**config.mk**
```make
export PLATFORM = sky130hd
export DESIGN_NAME = hex_display_scanner
export DESIGN_NICKNAME = d
export VERILOG_FILES = /design/src/rtl/hex_display_scanner.sv
export SDC_FILE = /design/constraint.sdc
export NUM_CORES = 1
export LEC_CHECK = 0
export BUFFER_PORTS_ARGS = -buffer_cell sky130_fd_sc_hd__buf_2
export CELL_PAD_IN_SITES_DETAIL_PLACEMENT = 0
export CELL_PAD_IN_SITES_GLOBAL_PLACEMENT = 1
export CORE_ASPECT_RATIO = 1.1
export CORE_MARGIN = 1.5
export CORE_UTILIZATION = 51
export DETAILED_ROUTE_END_ITERATION = 16
export HOLD_SLACK_MARGIN = 0.08
export PLACE_DENSITY_LB_ADDON = 0.08
export SYNTH_ARGS = -nofsm -noshare
export SYNTH_HDL_FRONTEND = slang
export SYNTH_SLANG_ARGS = --single-unit
export TNS_END_PERCENT = 5
```
**constraint.sdc**
```tcl
create_clock -name clk -period 5.65 [get_ports clk]
set_input_delay 0.2825 -clock clk [delete_from_list [all_inputs] [get_ports clk]]
set_output_delay 0.2825 -clock clk [all_outputs]
set_load 0.02 [all_outputs]
```
**src/rtl/hex_display_scanner.sv**
```systemverilog
// rtl/hex_display_scanner.sv - 8-digit hex scanner for a common-anode seven-segment bank
// Optional leading-zero blanking: define DISP_LZ_BLANK_EN.
module hex_display_scanner #(
   parameter int REFRESH_DIV = 50000
) (
   input  logic        clk,
   input  logic        rst_n,
   input  logic [31:0] value_in,
   input  logic        value_valid,
   output logic        value_ready,
   output logic [6:0]  seg_out,
   output logic [7:0]  digit_out,
   output logic        frame_done
);

   localparam int CW = (REFRESH_DIV > 1) ? $clog2(REFRESH_DIV) : 1;
   localparam logic [CW-1:0] CNT_MAX = CW'(REFRESH_DIV - 1);

   logic [CW-1:0] cnt_q, cnt_d;
   logic [2:0]    idx_q, idx_d;
   logic [31:0]   disp_q, disp_d;
   logic [31:0]   pend_q, pend_d;
   logic          pend_full_q, pend_full_d;
   logic [6:0]    seg_q, seg_d;
   logic [7:0]    digit_q, digit_d;
   logic          frame_done_q, frame_done_d;

   logic          tick;
   logic          boundary;
   logic          accept;
   logic [4:0]    nib_sh;
   logic [3:0]    nibble;
   logic          lz_blank;

   function automatic logic [6:0] decode(input logic [3:0] n);
      case (n)
         4'h0: decode = 7'h40;
         4'h1: decode = 7'h79;
         4'h2: decode = 7'h24;
         4'h3: decode = 7'h30;
         4'h4: decode = 7'h19;
         4'h5: decode = 7'h12;
         4'h6: decode = 7'h02;
         4'h7: decode = 7'h78;
         4'h8: decode = 7'h00;
         4'h9: decode = 7'h10;
         4'hA: decode = 7'h08;
         4'hB: decode = 7'h03;
         4'hC: decode = 7'h46;
         4'hD: decode = 7'h21;
         4'hE: decode = 7'h06;
         default: decode = 7'h0E;
      endcase
   endfunction

   assign value_ready = !pend_full_q;
   assign seg_out     = seg_q;
   assign digit_out   = digit_q;
   assign frame_done  = frame_done_q;

   assign tick     = (cnt_q == CNT_MAX);
   assign boundary = tick && (idx_q == 3'd7);
   assign accept   = value_valid && !pend_full_q;
   assign nib_sh   = {idx_q, 2'b00};
   assign nibble   = disp_q[nib_sh +: 4];

`ifdef DISP_LZ_BLANK_EN
   // Digit k>0 is dark when it and every higher nibble are zero.
   assign lz_blank = (idx_q != 3'd0) && ((disp_q >> nib_sh) == 32'd0);
`else
   assign lz_blank = 1'b0;
`endif

   always_comb begin
      cnt_d        = tick ? '0 : cnt_q + CW'(1);
      idx_d        = tick ? idx_q + 3'd1 : idx_q;
      disp_d       = disp_q;
      pend_d       = pend_q;
      pend_full_d  = pend_full_q;
      frame_done_d = boundary;
      // Accept needs an empty slot and a swap needs a full one, so they never collide.
      if (accept) begin
         pend_d      = value_in;
         pend_full_d = 1'b1;
      end
      if (boundary && pend_full_q) begin
         disp_d      = pend_q;
         pend_full_d = 1'b0;
      end
      if (tick || lz_blank) begin
         seg_d   = 7'h7F;
         digit_d = 8'hFF;
      end else begin
         seg_d   = decode(nibble);
         digit_d = ~(8'd1 << idx_q);
      end
   end

   always_ff @(posedge clk or negedge rst_n) begin
      if (!rst_n) begin
         cnt_q        <= '0;
         idx_q        <= 3'd0;
         disp_q       <= 32'd0;
         pend_q       <= 32'd0;
         pend_full_q  <= 1'b0;
         seg_q        <= 7'h7F;
         digit_q      <= 8'hFF;
         frame_done_q <= 1'b0;
      end else begin
         cnt_q        <= cnt_d;
         idx_q        <= idx_d;
         disp_q       <= disp_d;
         pend_q       <= pend_d;
         pend_full_q  <= pend_full_d;
         seg_q        <= seg_d;
         digit_q      <= digit_d;
         frame_done_q <= frame_done_d;
      end
   end

endmodule

```
### Yosys cells after proc, flatten, opt, wreduce, memory -nomap -nowiden

Memories as Yosys holds them, arrays and structs flattened.
Index checks and enable logic that the tools add are counted.

* reductions and logical operators: 5
* equality and inequality tests: 2
* add/subtract/negate cells: 2
* multiplexer cells: 5
* shifts and indexed selects: 2
* bitwise gates (word level): 1

Operator list (number)
* 32-bit by 6-bit indexed part select with 4-bit output: 1
* 16-bit by 1-bit adder with 16-bit output (second input constant): 1
* 16-bit == test (second input constant): 1
* 16-bit 2-to-1 mux: 1
* 8-bit 2-to-1 mux: 1
* 8-bit inverter: 1
* 1-bit by 3-bit left shift with 8-bit output (first input constant): 1
* 7-bit 2-to-1 mux: 1
* 3-bit by 1-bit adder with 3-bit output (second input constant): 1
* 3-bit == test (second input constant): 1
* 1-bit logical AND: 3
* 1-bit 2-to-1 mux: 2
* 2-bit nonzero test: 1
* 1-bit logical NOT: 1

* memories kept: 1
* input port bits: 35
* bits in registers: 100
* logic and storage cells: 26
* ROM bits: 112

Memories
* (no name shown): words 16, bits a word 7, rd ports 1, clocked after Yosys merged registers in 0, wr ports 0, RTL line 36 `case (n)`

### Longest topological paths before layout

Gate-level depths: netlist (run 1).

* depth in word-level cells: 4
* depth in mapped cells: 8

### Least setup slack after synthesis (run 1)

Ideal clock, no wire load.

* kind: register to register
* start: reg idx_q[1]
* end: reg seg_q[3] (netlist: seg_out[3])
* setup time: 94 ps
* cell stages (with the launch flop): 9
* path slack: 3252 ps
* required time: 5556 ps
* clock period less this slack: 2398 ps
* arrival: 2304 ps
* path buffers: 1
* path through: dfrtp_1 > buf_2 > mux4_2 > mux2i_1 > inv_1 > ha_1 > a21boi_0 > a2111oi_0 > a31oi_1

* cells in the longest elaborated chain, start to end: 3

RTL lines
* start: declaration: RTL line 20 `logic [2:0] idx_q, idx_d;`
* start signal: assignment: RTL line 111 `idx_q <= idx_d;`
* 32-bit by 6-bit indexed part select with 4-bit output: RTL line 65 `assign nibble = disp_q[nib_sh +: 4];`
* memory 16 x 7 bit
* 7-bit 2-to-1 mux: RTL line 90 `if (tick || lz_blank) begin`
* named net seg_d[3]: RTL line 24 `logic [6:0] seg_q, seg_d;`
* end signal: assignment: RTL line 115 `seg_q <= seg_d;`
* end: declaration: RTL line 24

The timed path passes the listed nets, and every way through them passes these cells.
A chain may end at the register's enable or synchronous reset.

### Worst setup path in the final report (run 1)

Ends and elaborated chain as after synthesis.

==> flow_metrics.py, run 1 <==
metrics = {
    "global_routing": {
        "grt_first_pass_wirelength_um": 12540,
        "grt_overflow_total": 0,
        "grt_max_degree": 63,
        "antenna_found_initial": 0,
        "grt_usage": 0.1756,
        "first_global_vias": 2527,
    },
    "drt": {
        "ant_nets": 0,
        "vias": 2565,
        "route.detailed.drc": 0,
        "wl_per_cell_um": 14.97,
        "wl_um": 7202,
        "first_iter_violations": 44,
        "viasPerCell": 5.333,
        "first_pass_iters": 4,
    },
    "floorplan": {
        "core_sq_um": 8364,
        "rows": 35,
        "die_x_um": 91.30,
        "die_y_um": 100.1,
        "start_util": 0.5230,
        "die_area_sq_um": 9142,
        "ioPinCount": 52,
    },
    "cells_and_area": {
        "utilization": 0.5877,
        "diodes": 0,
        "drive_gt1_frac": 0.3541,
        "fin_nets": 413,
        "area_growth_pct": 12.39,
        "fillers": 738,
    },
    "critical_path": {
        "cp_max_fo": 13,
        "required_ps": 5910,
        "endpoint_kind": "register",
        "rr_worst_depth": 7,
        "ff2ff_setup_slack_ps": 2910,
        "worst_ep_arrival_time_ps": 3000,
        "timing.rr.end": "seg_out[3]",
        "r2r-start": "idx_q[1]",
        "crit_type": "reg -> reg",
        "crit_path_start_kind": "register",
    },
    "min_path": {
        "min_path_cells": 2,
        "hold_path_end": "pend_q[7]",
        "hp-start": "value_in[7]",
        "hold_class": "in -> reg",
    },
    "yosys": {
        "synthTopCellsByArea": "dfrtp_1 49%, dfstp_2 9.0%, mux2_1 8.5%",
        "synth_nets": 362,
        "synth_top_area_frac": 0.4863,
        "yosysMostFrequentCell": "dfrtp_1",
        "avgSynthCellArea_sq_um": 13.93,
        "synth_edf_count": 0,
        "ys_types": 45,
        "synthArstFlopShare": 1.000,
        "synth_cells": 314,
        "syn_area_sq_um": 4374,
        "yosysSeqAreaShare": 0.5764,
        "ys_ff_latch": 100,
        "synth_common_cells": "85 x dfrtp_1, 33 x mux2_1, 32 x mux2_2",
        "ys_warn_count": 0,
        "yosys.area.top_type": "dfrtp_1",
        "synthFlopType": "dfrtp_1",
    },
    "power": {
        "leakage_nw": 2.383,
        "ir_drop_uv": 164.6,
        "finalPower_mw": 1.261,
        "power_density_nw_per_um2": 256.5,
    },
    "sta": {
        "setup_tns_ps": 0,
        "setup_viol": 0,
        "fin_skew_ps": 18.34,
        "final_max_slew_viol_count": 0,
        "period_minus_slack_ps": 2739,
        "rsz0062_at_grt": "no",
        "fmax_ghz": 0.3650,
        "post-route-period-util": 0.4848,
        "max_slew_margin": 0.4880,
        "tightest_slew_ps": 768.0,
        "finalHoldViolCount": 0,
    },
    "cts": {
        "cts_made_buffers": 9,
        "cts_root_buf": "clkbuf_8",
        "cts_tree": "done",
        "cts_resized": 0,
        "insertion_delay_ps": 360,
        "clockBufferDepth": 2,
        "htree_levels": 3,
        "clk_pin_slew_worst_paths_ps": 100,
        "clock_sinks": 100,
    },
    "placement": {
        "hpwlAfterDp_um": 5063,
        "port_buffers": 51,
        "place.gp.congestion": 0.7327,
    },
    "run_status": {
        "status": "complete, no violations",
    },
    "flow_run": {
        "cap_viol_max_count": 0,
    },
}
==> report_power, final <==
| part | switching (mW) | total, mW | leakage [nW] | internal, mW |
|---|---|---|---|---|
| Combinational | 0.0218 | 0.0496 | 1.01 | 0.0279 |
| Clock | 0.248 | 0.455 | 0.100 | 0.207 |
| Sequential | 0.0137 | 0.756 | 1.27 | 0.742 |
==> sequential cells by signal, indices dropped and copies added, names as in the netlist <==
name	flops
frame_done	1
digit_out	8
pend_full_q	1
idx_q	3
seg_out	7
disp_q	32
pend_q	32
cnt_q	16
==> worst max path at each step <==
stage / startpoint / to / slack (ps) / depth (start not counted)
floorplan: idx_q[1] / seg_out[3] / 3250 / 8
global placement: idx_q[1] / seg_out[3] / 2970 / 7
detailed placement: idx_q[1] / seg_out[3] / 2900 / 7
CTS: idx_q[1] / seg_out[3] / 2890 / 7
global route: idx_q[1] / seg_out[3] / 2560 / 7
finish: idx_q[1] / seg_out[3] / 2910 / 7
==> cell type report <==
class / count / area [sq um] / area share
Multi-Input combinational cell: 193 / 1745 / 0.3551
Inverter: 6 / 22.52 / 0.004581
Tap cell: 111 / 138.9 / 0.02825
Clock inverter: 7 / 73.82 / 0.01502
Sequential cell: 100 / 2521 / 0.5129
Timing Repair Buffer: 55 / 290.3 / 0.05905
Clock buffer: 9 / 123.9 / 0.02520
==> cell usage in the layout, fill, tap and decap left out, drive strengths merged, types with 7 or more instances in the layout <==
master  count
mux2i       8
nor2       15
buf        54
clkbuf      9
dfstp      15
ha         13
nand2      16
xnor2       8
xor2        7
nand3      11
mux2       65
dfrtp      85
inv         8
==> stage by stage <==
step                      hold WS, ps  cells  setup slack, ps  cell area [sq um]
after floorplan                -13.09    314             3252               4374
after global routing            121.4    481             2562               4916
after CTS                       115.9    481             2888               4916
after detailed placement        273.7    464             2897               4708
final                           134.1    481             2911               4916
after global placement          273.8    464             2966               4708
==> critical path, stage by stage (launching register included) <==
cell and delay (ps):
dfrtp_1 650, mux4_2 560, mux2i_1 450, inv_1 170, ha_1 220, a21boi_0 130
a2111oi_0 410, a31oi_1 80
==> logic make-up (layout without fill, tap and decap cells) <==
logic type      after synthesis  after routing  share of synthesized area
flops                       100            100                     0.5764
mux                          79             79                     0.2203
simple gates                 65             65                    0.07523
compound gates               21             21                    0.03576
buf+inv                      21             77                    0.02517
xor+xnor                     15             15                    0.03004
fa+ha+maj                    13             13                    0.03719
==> timing repair <==
| action | CTS | global route |
|---|---|---|
| hold endpoints to repair | 23 | 0 |
| hold buffers | 1 | 0 |
| setup buffers | 0 | 0 |
==> per-layer routing <==
layer | track usage | up-vias | part of all wire
li1 | - | 1209 | -
met2 | 0.2767 | 48 | 0.48
met4 | 0.06851 | 0 | 0.015
met3 | 0.02803 | 8 | 0.030
met1 | 0.2464 | 1300 | 0.48
met5 | 0 | - | 0
Note: power is estimated with default switching activity, not from simulation.
==> inputs of run 2 (changes only) <==
--- a/config.mk
+++ b/config.mk
@@ -10,7 +10,7 @@
 export CELL_PAD_IN_SITES_GLOBAL_PLACEMENT = 1
 export CORE_ASPECT_RATIO = 1.1
 export CORE_MARGIN = 1.5
-export CORE_UTILIZATION = 51
+export CORE_UTILIZATION = 48
 export DETAILED_ROUTE_END_ITERATION = 16
 export HOLD_SLACK_MARGIN = 0.08
 export PLACE_DENSITY_LB_ADDON = 0.08
==> constraint.sdc (replaced) <==
create_clock -name clk -period 2.8 [get_ports clk]
set_input_delay 0.14 -clock clk [delete_from_list [all_inputs] [get_ports clk]]
set_output_delay 0.14 -clock clk [all_outputs]
set_load 0.02 [all_outputs]
==> flow_metrics.py, run 2 (synthesis gave the netlist of run 1 again) <==
metrics = {
    "critical_path": {
        "endpoint_kind": "register",
        "worst_ep_arrival_time_ps": 2730,
        "cp-startpoint": "idx_q[1]",
        "required_ps": 3070,
        "slowest_stage": "mux4_2",
        "crit_path_start_kind": "register",
        "ff2ff_setup_slack_ps": 340,
        "rr_worst_depth": 6,
        "timing.rr.end": "seg_out[3]",
        "cp_max_fo": 13,
        "worstPathCellList": "mux4_2, mux2i_2, inv_1, ha_1, a2111oi_0, a31oi_1",
        "r2r-start": "idx_q[1]",
        "critPathMaxStageDelay_ps": 560,
        "crit_type": "reg -> reg",
        "cp-endpoint": "seg_out[3]",
    },
    "floorplan": {
        "die_x_um": 94.02,
        "die_y_um": 103.1,
        "core_sq_um": 8874,
        "start_util": 0.4929,
        "ioPinCount": 52,
        "rows": 36,
        "die_area_sq_um": 9695,
    },
    "cts": {
        "cts_made_buffers": 9,
        "insertion_delay_ps": 360,
        "clock_sinks": 100,
        "clockBufferDepth": 2,
        "cts_tree": "done",
        "cts_root_buf": "clkbuf_8",
        "htree_levels": 3,
        "postCtsSetupRepairBufs": 0,
        "clk_pin_slew_worst_paths_ps": 100,
    },
    "placement": {
        "port_buffers": 51,
        "hpwlAfterDp_um": 5109,
        "place.gp.congestion": 0.8110,
    },
    "global_routing": {
        "grt_usage": 0.1712,
        "grt_overflow_total": 0,
        "first_global_vias": 2586,
        "grt_max_degree": 64,
        "antenna_found_initial": 0,
        "grt_first_pass_wirelength_um": 12650,
    },
    "drt": {
        "wl_per_cell_um": 14.46,
        "ant_nets": 0,
        "first_pass_iters": 4,
        "route.detailed.drc": 0,
        "vias": 2673,
        "viasPerCell": 5.140,
        "wl_um": 7520,
        "first_iter_violations": 69,
    },
    "power": {
        "leakage_nw": 2.534,
        "finalPower_mw": 2.546,
        "ir_drop_uv": 295.1,
        "power_density_nw_per_um2": 482.1,
    },
    "min_path": {
        "hold_class": "in -> async",
    },
    "cells_and_area": {
        "diodes": 0,
        "drive_gt1_frac": 0.3325,
        "final_cell_mix": "84 x dfrtp_1, 50 x buf_2, 34 x dlygate4sd3_1",
        "reg_top3": "disp_q: 32 flops, pend_q: 32 flops, cnt_q: 16 flops",
        "fin_nets": 449,
        "multi_input_area_sq_um": 1745,
        "final_common_cell": "dfrtp_1",
        "fillers": 727,
        "final-seq-area_sq_um": 2522,
        "area_growth_pct": 20.71,
    },
    "sta": {
        "finalHoldViolCount": 0,
        "setup_viol": 0,
        "tightest_slew_ps": 644.2,
        "post-route-period-util": 0.8790,
        "fin_skew_ps": 13.99,
        "rsz0062_at_grt": "no",
        "final_max_slew_viol_count": 0,
        "period_minus_slack_ps": 2461,
        "fmax_ghz": 0.4063,
        "max_slew_margin": 0.5705,
        "setup_tns_ps": 0,
    },
    "run_status": {
        "status": "complete, no violations",
    },
    "flow_run": {
        "cap_viol_max_count": 0,
    },
}
[run 2: what timing repair did]
action                                 CTS  global route
gates resized for setup                  0             1
setup endpoints to repair                0             1
hold buffers                            34             0
endpoints found under the hold margin   55             0
[run 2: worst min-delay path by stage]
stage,from,end,slack (ps),depth (start not counted)
after global placement,rst_n,cnt_q[5],140,1
after CTS,rst_n,cnt_q[5],270,2
after global routing,rst_n,cnt_q[5],300,2
after floorplan,rst_n,cnt_q[0],-160,0
final,rst_n,cnt_q[5],260,2
after detailed placement,rst_n,cnt_q[5],140,1
[run 2: power by group]
group          switching [mW]  internal (mW)
sequential             0.0286           1.50
combinational          0.0494         0.0881
clock                   0.519          0.363
[run 2: critical path: cells and delay by family, from the launching register on]
family / cells / cell delay, ps
AO/OA/AOI/OAI: 2 / 500
adder cells (fa/ha/maj): 1 / 250
buffers and inverters: 1 / 130
flip-flops: 1 / 550
multiplexers: 2 / 950
[run 2: area by class of cell]
| cell class | count | share of cell area |
|---|---|---|
| clock inverters | 6 | 0.01019 |
| clock buffers | 10 | 0.02607 |
| multi-input cells | 193 | 0.3306 |
| inverters | 6 | 0.004265 |
| flip-flops and latches | 100 | 0.4777 |
| well taps | 114 | 0.02701 |
| repair buffers | 91 | 0.1242 |
[run 2: through the flow]
step	instances	hold slack [ps]	setup WS [ps]	area [sq um]	util
2_1_floorplan	314	-155.6	402.2	4374	-
3_3_place_gp	470	136.8	283.4	4747	0.5350
3_5_place_dp	470	136.7	182.7	4747	0.5350
4_1_cts	520	268.0	177.0	5279	0.5949
5_1_grt	520	302.6	158.6	5280	0.5950
6_report	520	265.0	338.8	5280	0.5950
[run 2: per-layer routing]
layer | share of wire | track usage
met5 | 0 | 0
met4 | 0.013 | 0.07118
met3 | 0.035 | 0.03097
met2 | 0.47 | 0.2709
met1 | 0.48 | 0.2345
==> inputs of run 3 (changes only) <==
--- a/config.mk
+++ b/config.mk
@@ -5,12 +5,14 @@
 export SDC_FILE = /design/constraint.sdc
 export NUM_CORES = 1
 export LEC_CHECK = 0
+export ABC_AREA = 1
 export BUFFER_PORTS_ARGS = -buffer_cell sky130_fd_sc_hd__buf_2
 export CELL_PAD_IN_SITES_DETAIL_PLACEMENT = 0
 export CELL_PAD_IN_SITES_GLOBAL_PLACEMENT = 1
 export CORE_ASPECT_RATIO = 1.1
 export CORE_MARGIN = 1.5
-export CORE_UTILIZATION = 48
+export CORE_UTILIZATION = 45
+export CTS_CLUSTER_DIAMETER = 100
 export DETAILED_ROUTE_END_ITERATION = 16
 export HOLD_SLACK_MARGIN = 0.08
 export PLACE_DENSITY_LB_ADDON = 0.08
==> flow_metrics.py, run 3 <==
metrics = {
    "sta": {
        "max_slew_margin": 0.5882,
        "period_minus_slack_ps": 2321,
        "timing.hold.ws_ps": 291.1,
        "fin_skew_ps": 8.046,
        "rsz0062_at_grt": "no",
        "post-route-period-util": 0.8291,
        "tightest_slew_ps": 617.7,
        "fmax_ghz": 0.4308,
        "final_max_slew_viol_count": 0,
        "setup_tns_ps": 0,
        "setup_viol": 0,
        "finalHoldViolCount": 0,
        "worst_slack_ps": 478.5,
    },
    "placement": {
        "place.gp.congestion": 0.8040,
        "post_dp_cell_area_sq_um": 4900,
        "place_ws_ps": 485.6,
        "hpwlAfterDp_um": 5989,
        "port_buffers": 51,
    },
    "cells_and_area": {
        "reg_top3": "disp_q: 32 flops, pend_q: 32 flops, cnt_q: 16 flops",
        "fin_nets": 624,
        "fillers": 938,
        "drive_gt1_frac": 0.2014,
        "area_growth_pct": 19.41,
        "design_area_sq_um": 5419,
        "final_cell_mix": "114 x nand2_1, 85 x dfrtp_1, 66 x inv_1",
        "final_common_cell": "nand2_1",
        "diodes": 0,
    },
    "cts": {
        "cts_tree": "done",
        "clk_pin_slew_worst_paths_ps": 90,
        "htree_levels": 3,
        "clockBufferDepth": 2,
        "clock_sinks": 100,
        "cts_made_buffers": 9,
        "cts_root_buf": "clkbuf_8",
        "insertion_delay_ps": 360,
    },
    "drt": {
        "vias": 3353,
        "route.detailed.drc": 0,
        "viasPerCell": 4.783,
        "highest_layer": "met4",
        "wl_per_cell_um": 12.68,
        "wl_met2_um": 4332,
        "ant_nets": 0,
        "drt-met1-wl_um": 4302,
        "wl_um": 8888,
        "first_pass_iters": 6,
        "met3_wirelength_um": 175,
        "first_iter_violations": 145,
    },
    "global_routing": {
        "grt_usage": 0.1835,
        "antenna_found_initial": 0,
        "grt_overflow_total": 0,
        "grt_max_degree": 60,
        "first_global_vias": 3351,
        "grt_first_pass_wirelength_um": 15370,
    },
    "yosys": {
        "synth_common_cells": "114 x nand2_1, 85 x dfrtp_1, 66 x inv_1",
        "yosysSeqAreaShare": 0.5556,
        "ys_types": 28,
        "synth_edf_count": 0,
        "ys_warn_count": 0,
        "yosys.area.top_type": "dfrtp_1",
        "synthTopCellsByArea": "dfrtp_1 47%, nand2_1 9.4%, dfstp_2 8.7%",
        "synthFlopType": "dfrtp_1",
        "synth_nets": 540,
        "avgSynthCellArea_sq_um": 9.224,
        "synth_top_area_frac": 0.4687,
        "synth_cells": 492,
        "ys_ff_latch": 100,
        "yosysMostFrequentCell": "nand2_1",
        "synthArstFlopShare": 1.000,
        "syn_area_sq_um": 4538,
    },
    "critical_path": {
        "endpoint_kind": "register",
        "crit_type": "reg -> reg",
        "required_ps": 3100,
        "worst_ep_arrival_time_ps": 2620,
        "ff2ff_setup_slack_ps": 480,
        "timing.rr.end": "seg_out[6]",
        "rr_worst_depth": 11,
        "r2r-start": "idx_q[0]",
        "cp_max_fo": 20,
        "crit_path_start_kind": "register",
    },
    "min_path": {
        "hold_class": "in -> async",
    },
    "power": {
        "ir_drop_uv": 273.5,
        "leakage_nw": 2.761,
        "power_density_nw_per_um2": 465.5,
    },
    "floorplan": {
        "start_util": 0.4611,
        "die_area_sq_um": 10700,
        "core_sq_um": 9842,
        "rows": 38,
        "ioPinCount": 52,
        "die_y_um": 108.3,
        "die_x_um": 98.75,
    },
    "run_status": {
        "status": "complete, no violations",
    },
    "flow_run": {
        "cap_viol_max_count": 0,
    },
}
-- run 3: cell count changes after synthesis, moves of 10 or more --
cell     delta
nor2_1     +17
nand3_1    +40
buf_2      +10
inv_1      +60
o21ai_0    +35
mux2_1     -33
nand2_1    +98
-- run 3: what timing repair did --
item | in CTS | in global routing
buffers inserted | 0 | 0
endpoints found under the hold margin | 59 | 0
hold buffers | 34 | 0
resized for setup | 0 | 0
-- run 3: worst max-delay path by stage --
stage | from | end | slack, ps | depth (start not counted)
2_1_floorplan | idx_q[0] | seg_out[6] | 1030 | 13
6_report | idx_q[0] | seg_out[6] | 480 | 11
5_1_grt | idx_q[0] | seg_out[2] | 250 | 9
3_3_place_gp | idx_q[0] | seg_out[0] | 500 | 10
4_1_cts | idx_q[0] | seg_out[2] | 460 | 9
3_5_place_dp | idx_q[0] | seg_out[0] | 490 | 10
-- run 3: where the power goes --
group	internal [mW]	switching [mW]	total, mW	leakage, nW
clock network	0.413	0.478	0.891	0.0914
logic	0.0762	0.0527	0.129	1.40
registers	1.48	0.0187	1.50	1.27
total	1.97	0.549	2.52	2.76
-- run 3: through the flow --
stage,std cells,util,power (mW)
final,701,0.5506,2.523
after global routing,701,0.5506,2.629
after CTS,701,0.5506,2.559
after detailed placement,651,0.4978,1.628
after global placement,651,0.4978,1.623
after floorplan,492,-,1.559
-- run 3: area by class of cell --
cell class / count / area [sq um] / share of cell area
inverter: 70 / 262.8 / 0.04849
tap: 120 / 150.1 / 0.02771
sequential: 100 / 2521 / 0.4653
clock buffer: 13 / 138.9 / 0.02563
timing repair buffer: 89 / 640.6 / 0.1182
multi-input combinational: 306 / 1665 / 0.3073
clock inverter: 3 / 40.04 / 0.007389
-- run 3: cells by family after synthesis --
kind of cell               count (synthesis)  share of synthesized area
adders and majority gates                 13                    0.03584
DFF                                      100                     0.5556
muxes                                     25                    0.06203
AOI/OAI and AO/OA                         48                    0.05376
xor gates and xnor gates                   6                    0.01158
buffers and inverters                     86                    0.07748
and+or+nand+nor                          214                     0.2038
-- run 3: per-layer routing --
layer	track usage	up-vias
li1	-	1731
met1	0.2330	1571
met2	0.3118	44
met3	0.03555	7
met4	0.07041	0
met5	0	-
-- run 3: critical path, stage by stage, from the launching register on --
cell	delay [ps]
dfrtp_1	750
inv_2	300
nand2_1	130
nand3_1	80
nand3_1	130
nand2_1	170
inv_1	160
ha_1	180
nand3_1	130
nand2_1	110
nand2_1	50
nand3_1	70
